==> src/rtl/xosera_bus_if_pkg.sv <==
// Shared bus-interface types and polarity constants for the Xosera host bus.
package xv;

  typedef enum logic [2:0] {
    BUS_IDLE,
    BUS_QUAL,
    BUS_RD_ACK,
    BUS_RD_HOLD,
    BUS_WR_HOLD
  } bus_state_t;

  localparam logic cs_ENABLED = 1'b0;
  localparam logic RnW_READ   = 1'b1;

  localparam int unsigned BUS_DATA_W = 8;
  localparam int unsigned BUS_REG_W  = 4;

endpackage

==> src/rtl/xosera_sync_ff.sv <==
// Multi-stage synchroniser for an input group, with a per-bit reset value.
module xosera_sync_ff #(
  parameter int unsigned      WIDTH     = 1,
  parameter int unsigned      STAGES    = 2,
  parameter logic [WIDTH-1:0] RESET_VAL = '0
) (
  input  logic             i_clk,
  input  logic             i_rst_n,
  input  logic [WIDTH-1:0] i_d,
  output logic [WIDTH-1:0] o_q
);

  logic [WIDTH-1:0] r_pipe [STAGES];

  always_ff @(posedge i_clk or negedge i_rst_n) begin
    if (!i_rst_n) begin
      for (int unsigned i = 0; i < STAGES; i++) r_pipe[i] <= RESET_VAL;
    end else begin
      r_pipe[0] <= i_d;
      for (int unsigned i = 1; i < STAGES; i++) r_pipe[i] <= r_pipe[i-1];
    end
  end

  assign o_q = r_pipe[STAGES-1];

endmodule

==> src/rtl/xosera_bus_if.sv <==
// Host-bus front end: synchronises the async pad bus, filters chip select and
// turns each access into a single read or write strobe for xosera_main.
module xosera_bus_if
  import xv::*;
#(
  parameter int unsigned DATA_W        = BUS_DATA_W,
  parameter int unsigned REG_W         = BUS_REG_W,
  parameter int unsigned SYNC_STAGES   = 2,
  parameter int unsigned FILTER_CYCLES = 1,
  parameter int unsigned OE_MODE       = 0
) (
  input  logic              clk,
  input  logic              reset_n_i,
  input  logic              bus_cs_n_i,
  input  logic              bus_rd_nwr_i,
  input  logic              bus_bytesel_i,
  input  logic [REG_W-1:0]  bus_reg_num_i,
  input  logic [DATA_W-1:0] bus_data_i,
  output logic [DATA_W-1:0] bus_data_o,
  output logic              bus_out_ena_o,
  input  logic [DATA_W-1:0] rd_data_i,
  output logic              rd_strobe_o,
  output logic              wr_strobe_o,
  output logic [REG_W-1:0]  reg_num_o,
  output logic              bytesel_o,
  output logic [DATA_W-1:0] wr_data_o,
  output logic              busy_o
);

  localparam int unsigned CTRL_W = REG_W + 3;
  localparam logic [2:0]  FILT   = 3'(FILTER_CYCLES);

  logic [CTRL_W-1:0] w_ctrl_sync;
  logic [DATA_W-1:0] w_data_sync;
  logic              w_cs_n;
  logic              w_rd_nwr;
  logic              w_bytesel;
  logic [REG_W-1:0]  w_reg_num;
  logic              w_cs_act;

  // Control and data share the same depth so captured data lines up with CS.
  xosera_sync_ff #(
    .WIDTH    (CTRL_W),
    .STAGES   (SYNC_STAGES),
    .RESET_VAL({~cs_ENABLED, RnW_READ, 1'b0, {REG_W{1'b0}}})
  ) u_sync_ctrl (
    .i_clk  (clk),
    .i_rst_n(reset_n_i),
    .i_d    ({bus_cs_n_i, bus_rd_nwr_i, bus_bytesel_i, bus_reg_num_i}),
    .o_q    (w_ctrl_sync)
  );

  xosera_sync_ff #(
    .WIDTH    (DATA_W),
    .STAGES   (SYNC_STAGES),
    .RESET_VAL({DATA_W{1'b0}})
  ) u_sync_data (
    .i_clk  (clk),
    .i_rst_n(reset_n_i),
    .i_d    (bus_data_i),
    .o_q    (w_data_sync)
  );

  assign {w_cs_n, w_rd_nwr, w_bytesel, w_reg_num} = w_ctrl_sync;
  assign w_cs_act = (w_cs_n == cs_ENABLED);

  bus_state_t        r_state;
  bus_state_t        w_state_nx;
  logic              w_qualify;
  logic              w_is_read;
  logic [2:0]        r_filt_cnt;
  logic              r_rd_strobe;
  logic              r_wr_strobe;
  logic [REG_W-1:0]  r_reg_num;
  logic              r_bytesel;
  logic [DATA_W-1:0] r_wr_data;
  logic [DATA_W-1:0] r_bus_data;
  logic              r_oe;

  assign w_is_read = (w_rd_nwr == RnW_READ);

  always_comb begin
    w_state_nx = r_state;
    w_qualify  = 1'b0;
    case (r_state)
      BUS_IDLE: if (w_cs_act) w_state_nx = BUS_QUAL;
      BUS_QUAL: begin
        if (!w_cs_act) begin
          w_state_nx = BUS_IDLE;
        end else if (r_filt_cnt == FILT) begin
          w_qualify  = 1'b1;
          w_state_nx = w_is_read ? BUS_RD_ACK : BUS_WR_HOLD;
        end
      end
      // Stays two cycles: the strobe cycle, then the cycle rd_data_i is valid.
      BUS_RD_ACK:  if (!r_rd_strobe) w_state_nx = BUS_RD_HOLD;
      BUS_RD_HOLD,
      BUS_WR_HOLD: if (!w_cs_act) w_state_nx = BUS_IDLE;
      default:     w_state_nx = BUS_IDLE;
    endcase
  end

  always_ff @(posedge clk or negedge reset_n_i) begin
    if (!reset_n_i) begin
      r_state     <= BUS_IDLE;
      r_filt_cnt  <= '0;
      r_rd_strobe <= 1'b0;
      r_wr_strobe <= 1'b0;
      r_reg_num   <= '0;
      r_bytesel   <= 1'b0;
      r_wr_data   <= '0;
      r_bus_data  <= '0;
      r_oe        <= 1'b0;
    end else begin
      r_state     <= w_state_nx;
      r_rd_strobe <= w_qualify & w_is_read;
      r_wr_strobe <= w_qualify & ~w_is_read;
      r_oe        <= (w_state_nx == BUS_RD_HOLD);

      if (!w_cs_act) begin
        r_filt_cnt <= '0;
      end else if ((r_state == BUS_IDLE || r_state == BUS_QUAL) && r_filt_cnt != FILT) begin
        r_filt_cnt <= r_filt_cnt + 3'd1;
      end

      if (w_qualify) begin
        r_reg_num <= w_reg_num;
        r_bytesel <= w_bytesel;
        r_wr_data <= w_data_sync;
      end

      if (r_state == BUS_RD_ACK && !r_rd_strobe) r_bus_data <= rd_data_i;
    end
  end

  generate
    if (OE_MODE == 0) begin : g_oe_raw
      assign bus_out_ena_o = reset_n_i & (bus_cs_n_i == cs_ENABLED) & (bus_rd_nwr_i == RnW_READ);
    end else begin : g_oe_reg
      assign bus_out_ena_o = reset_n_i & r_oe;
    end
  endgenerate

  assign bus_data_o  = r_bus_data;
  assign rd_strobe_o = r_rd_strobe;
  assign wr_strobe_o = r_wr_strobe;
  assign reg_num_o   = r_reg_num;
  assign bytesel_o   = r_bytesel;
  assign wr_data_o   = r_wr_data;
  assign busy_o      = (r_state != BUS_IDLE);

endmodule

==> config.mk <==
export PLATFORM = sky130hd
export DESIGN_NAME = xosera_bus_if
export DESIGN_NICKNAME = d
export VERILOG_FILES = /design/src/rtl/xosera_bus_if_pkg.sv /design/src/rtl/xosera_sync_ff.sv /design/src/rtl/xosera_bus_if.sv
export SDC_FILE = /design/constraint.sdc
export NUM_CORES = 1
export LEC_CHECK = 0
export CAP_MARGIN = 20
export CORE_MARGIN = 2
export CORE_UTILIZATION = 55
export DETAILED_ROUTE_END_ITERATION = 10
export DONT_BUFFER_PORTS = 1
export GPL_TIMING_DRIVEN = 0
export PLACE_DENSITY = 0.72
export SYNTH_ARGS = -nofsm -noshare
export SYNTH_HDL_FRONTEND = slang
export SYNTH_SLANG_ARGS = --single-unit
==> constraint.sdc <==
create_clock -name clk -period 5.4 [get_ports clk]
set_clock_uncertainty 0.15 [all_clocks]
set_input_delay 0.54 -clock clk [delete_from_list [all_inputs] [get_ports clk]]
set_output_delay 0.54 -clock clk [all_outputs]
set_load 0.02 [all_outputs]
## After elaboration in Yosys (flattened, before gate mapping)

Index checks and enable logic that the tools add are counted.

- Memories kept: 0
- Latch bits: 0
- Memory bits (writable): 0
- Register bits after elaboration: 59
- Bits in read-only memories: 0
- Output and inout bits: 25

- Multiplexer cells: 12
- Shifts and indexed selects: 0
- $add $sub $neg: 1
- Reduce and logical (&&, ||, !) cells: 9
- Multiply operators: 0
- Equality and inequality tests: 10
- Bitwise logic cells: 6
- Div/mod/pow operators: 0
- Magnitude comparators: 0

Operators with widths:

| operator | count |
|---|---|
| $mux W3 | 8 |
| $pmux W3 S4 | 1 |
| $eq A3 B1 Y1 const B | 2 |
| $eq A3 B2 Y1 const B | 2 |
| $and A1 B1 Y1 | 4 |
| $ne A2 B2 Y1 const B | 2 |
| $reduce_and A4 Y1 | 1 |
| $add A3 B1 Y3 const B | 1 |
| $eq A3 B3 Y1 const B | 1 |
| $logic_not A3 Y1 | 1 |
| $mux W1 | 3 |
| $ne A3 B1 Y1 const B | 1 |
| $ne A3 B2 Y1 const B | 1 |
| $reduce_bool A3 Y1 | 1 |
| $logic_and A1 B1 Y1 | 2 |
| $ne A2 B1 Y1 const B | 1 |
| $not A1 Y1 | 2 |
| $reduce_bool A2 Y1 | 1 |
| $reduce_or A2 Y1 | 1 |
| $logic_not A1 Y1 | 1 |
| $logic_or A1 B1 Y1 | 1 |

## Longest topological paths before layout

- Depth after elaboration: 5
- Mapped depth: 7

## Cells and area by module

Synthesis repeated with hierarchy kept, for this count alone.

- Cell total of the unflattened synthesis: 141
- Area total of the unflattened synthesis: 2183.3 um^2

Modules (own cells, without submodules):

| module | area an instance (um^2) | sequential area each (um^2) | cells an instance | instances |
|---|---|---|---|---|
| xosera_bus_if | 1315.0 | 725.7 | 96 | 1 |
| xosera_sync_ff (u_sync_data) | 460.4 | 400.4 | 24 | 1 |
| xosera_sync_ff (u_sync_ctrl) | 407.9 | 355.3 | 21 | 1 |

## Least setup slack after synthesis

No wires, ideal clock.

- Kind: flip-flop to flip-flop
- Start: reg r_filt_cnt[1]
- End: reg r_bytesel (netlist: bytesel_o)
- Setup time: 0.125 ns
- Setup slack: 3.466 ns
- Buffers on the path: 2
- Arrival time: 1.659 ns
- Stages on the path, launching flop included: 8
- Path through: dfrtp_1 inv_1 ha_1 nand3b_4 or4_4 buf_6 buf_12 mux2_4

- Longest elaborated chain between the ends: 4

RTL lines:

| what | line | text |
|---|---|---|
| start, declared | xosera_bus_if.sv:71 | `logic [2:0] r_filt_cnt;` |
| start signal, assigned | xosera_bus_if.sv:123 | `r_filt_cnt <= r_filt_cnt + 3'd1;` |
| $eq A3 B1 Y1 | xosera_bus_if.sv:90 | `end else if (r_filt_cnt == FILT) begin` |
| $mux W1 | xosera_bus_if.sv:90 |  |
| $mux W1 | xosera_bus_if.sv:88 | `if (!w_cs_act) begin` |
| $mux W1 | xosera_bus_if.sv:85 | `case (r_state)` |
| end signal, assigned | xosera_bus_if.sv:128 | `r_bytesel <= w_bytesel;` |
| end, declared | xosera_bus_if.sv:75 | `logic r_bytesel;` |

No other way between the ends.
A chain may end at the register's enable or synchronous reset.

## Worst setup path after layout

- Start: reg r_state[2]
- End: out busy_o

- Longest elaborated chain between the ends: 1

RTL lines:

| what | line | text |
|---|---|---|
| start, declared | xosera_bus_if.sv:67 | `bus_state_t r_state;` |
| start signal, assigned | xosera_bus_if.sv:115 | `r_state <= w_state_nx;` |
| $reduce_bool A3 Y1 | xosera_bus_if.sv:150 | `assign busy_o = (r_state != BUS_IDLE);` |
| end, declared | xosera_bus_if.sv:27 | `output logic busy_o` |

No other way between the ends.

==> key figures <==
Outcome
  – Result of the run: finished clean

Synthesis
  – Mux cell area share after synthesis: 14.1%
  – Xor/xnor cell area share of the yosys netlist: 0%
  – Top FF cell, synth: dfrtp_1
  – Post-synth ARST share: 100%
  – Post-Synth Adder-Cell Area: 1.23%
  – Sequential area share after synthesis: 72.7%
  – Mean cell area of the mapped netlist: 17.4 sq um
  – Post-synthesis cell count: 117
  – Area of the mapped netlist: 2040 sq um
  – Simple-Gate Fraction of Synth Area: 6.27%
  – Yosys reg bits: 59
  – Post-synthesis cell type count: 28
  – Post-synth EDFFs: 0
  – Synth Area in Compound Gates: 2.64%
  – Mapped Nets: 144
  – Largest family of logic cells by synthesized area: multiplexers
  – Number of warnings issued by yosys: 0

Floorplan
  – IO Count: 50
  – Height of the die: 64.9 microns
  – Core Area: 3610 sq um
  – Full die area: 4210 sq um
  – Die W: 64.9 microns
  – Row count: 22
  – Initial Utilization: 56.5%

Timing
  – Crit share post-route: 39.2%
  – Final setup violation count: 0
  – Final Hold Violating Endpoints: 0
  – Fmax achieved: 473 MHz
  – RSZ-0062 raised after global routing: false
  – Relative slew slack: 33.4%
  – Final worst slack: 3.28 ns
  – Final Hold Slack: 0.0741 ns
  – Final worst path period need: 2.12 ns
  – Setup TNS: 0 ns
  – Worst-margin pin slew: 0.996 ns
  – Max-slew violation count: 0

Pwr
  – Leak: 1.08 nW
  – Tot Pwr: 1.29 mW
  – Pwr dens: 562 nW/um^2
  – Maximum VDD drop: 0.277 mV

Drt
  – Via count: 944
  – 1st-iter DRT viols: 112
  – Post-route ant nets: 0
  – Routed Wire Length: 2.97 mm
  – Via density: 5.19
  – Wire per inst: 16.3 microns
  – Drt drc: 0
  – TritonRoute pass-1 iters: 4

Place
  – Place WS: 3.34 ns
  – PortBufs: 0
  – Placed cell area: 2100 sq um
  – Gpl congestion: 0.694
  – DP HPWL: 1.96 mm

Layout
  – Final nets: 157
  – Commonest non-fill, non-tap cell in the layout: dfrtp_1
  – Design area: 2290 sq um
  – Most frequent cells in the layout: dfrtp_1, mux2_2, clkbuf_8
  – Fillers: 261
  – N_diodes: 0
  – Layout cell share with drive strength beyond 1: 35.1%
  – Area growth, synth to finish: 12.7%

Global route
  – GRT Total Usage: 17.9%
  – Vias in the first global route: 1065
  – Total grt overflow: 0
  – First-pass GRT wire length: 5.26 mm
  – Largest net degree at the start of global routing: 60
  – Initial antenna violation count: 0

Clock network
  – Resized Gates After CTS: 0
  – Total CTS buffers: 9
  – Skew-Pair Late Insertion Delay: 0.31 ns
  – Clk pin slew, worst setup/hold paths: 0.06 ns
  – # H-tree levels: 3
  – Clock Sinks: 59
  – CTS tree: yes
  – CTS Root Cell: clkbuf_8
  – Max clock buf depth: 2

Critical path
  – Critical-path maximum fanout: 10
  – Crit end category: output pin
  – CP startpoint kind: flip-flop
  – WP data required: 4.71 ns
  – WS Path Type: reg -> out
  – Worst EP arrival: 1.43 ns

Run
  – Max-cap viol count: 0

Min path
  – Worst hold-check path type: in -> reg
final cells by class:
type / instances / area (sq um) / area share, %
sequential: 59 / 1480 / 64.6
multi-input combinational: 51 / 494 / 21.5
clock buffer: 12 / 145 / 6.32
tap: 48 / 60.1 / 2.62
buffer: 5 / 53.8 / 2.34
timing repair buffer: 2 / 37.5 / 1.64
clock inverter: 3 / 15.0 / 0.654
inverter: 2 / 7.51 / 0.327
routing by layer:
layer	GRT usage (%)	wire [microns]	vias up
met4	12.0	19	0
li1	-	-	430
met5	0	0	-
met1	20.8	1170	478
met2	27.6	1580	34
met3	6.77	195	2
cell families after synthesis:
group,Yosys count
compound gates,8
simple gates,18
fa+ha+maj,2
buf+inv,7
flops,59
mux,23
per-stage QoR:
| stage | utilization [%] | std cells |
|---|---|---|
| floorplan | - | 117 |
| global placement | 58.2 | 165 |
| detailed placement | 58.2 | 165 |
| CTS | 63.6 | 182 |
| global route | 63.6 | 182 |
| finish | 63.6 | 182 |
state kept, by name (all words and copies together), names as in the netlist:
register	cells
u_sync_data.o_q	8
u_sync_ctrl.r_pipe	7
wr_strobe_o	1
r_filt_cnt	3
bytesel_o	1
rd_strobe_o	1
wr_data_o	8
bus_data_o	8
reg_num_o	4
u_sync_data.r_pipe	8
r_state	3
u_sync_ctrl.o_q	7
worst paths after layout:
check	cells past startpoint	endpoint	start	slack (ns)
max	2	busy_o	r_state[2]$_DFFE_PN0P_	3.28
min	0	u_sync_ctrl.r_pipe[12]$_DFF_PN1_	bus_rd_nwr_i	0.07
max reg2reg	3	bus_data_o[6]$_DFFE_PN0P_	r_state[0]$_DFFE_PN0P_	3.34
min reg2reg	0	u_sync_data.o_q[3]$_DFF_PN0_	u_sync_data.r_pipe[11]$_DFF_PN0_	0.19
max in group asynchronous	2	u_sync_ctrl.r_pipe[12]$_DFF_PN1_	reset_n_i	4.20
min in group asynchronous	2	wr_data_o[1]$_DFFE_PN0P_	reset_n_i	0.59
critical path: stages, from the launching register on:
cell and delay, ns:
dfrtp_1 0.40, clkbuf_1 0.21, or3_1 0.51
synth_stat cells (all sizes together) (2+ instances only):
master | instances | area share (%)
buf | 4 | 2.5
dfrtp | 55 | 68
ha | 2 | 1.2
or4 | 3 | 1.3
nor2 | 6 | 1.1
dfstp | 4 | 5.2
nor2b | 2 | 0.61
inv | 2 | 0.37
a21oi | 2 | 0.49
nor4b | 2 | 1.2
mux2 | 22 | 14
o31ai | 2 | 0.74
power by group:
group          total [mW]  leakage (nW)  internal (mW)  switching [mW]
registers           0.721         0.705          0.550           0.171
logic               0.251         0.291          0.150           0.101
clock network       0.317        0.0860          0.174           0.143
timing repair:
action / in CTS / in global routing
buffers inserted: 0 / 0
hold buffers: 2 / 0
hold endpoints to repair: 59 / 0
endpoints found under the setup margin: 0 / 0
Power figures use the tool's default switching activity.
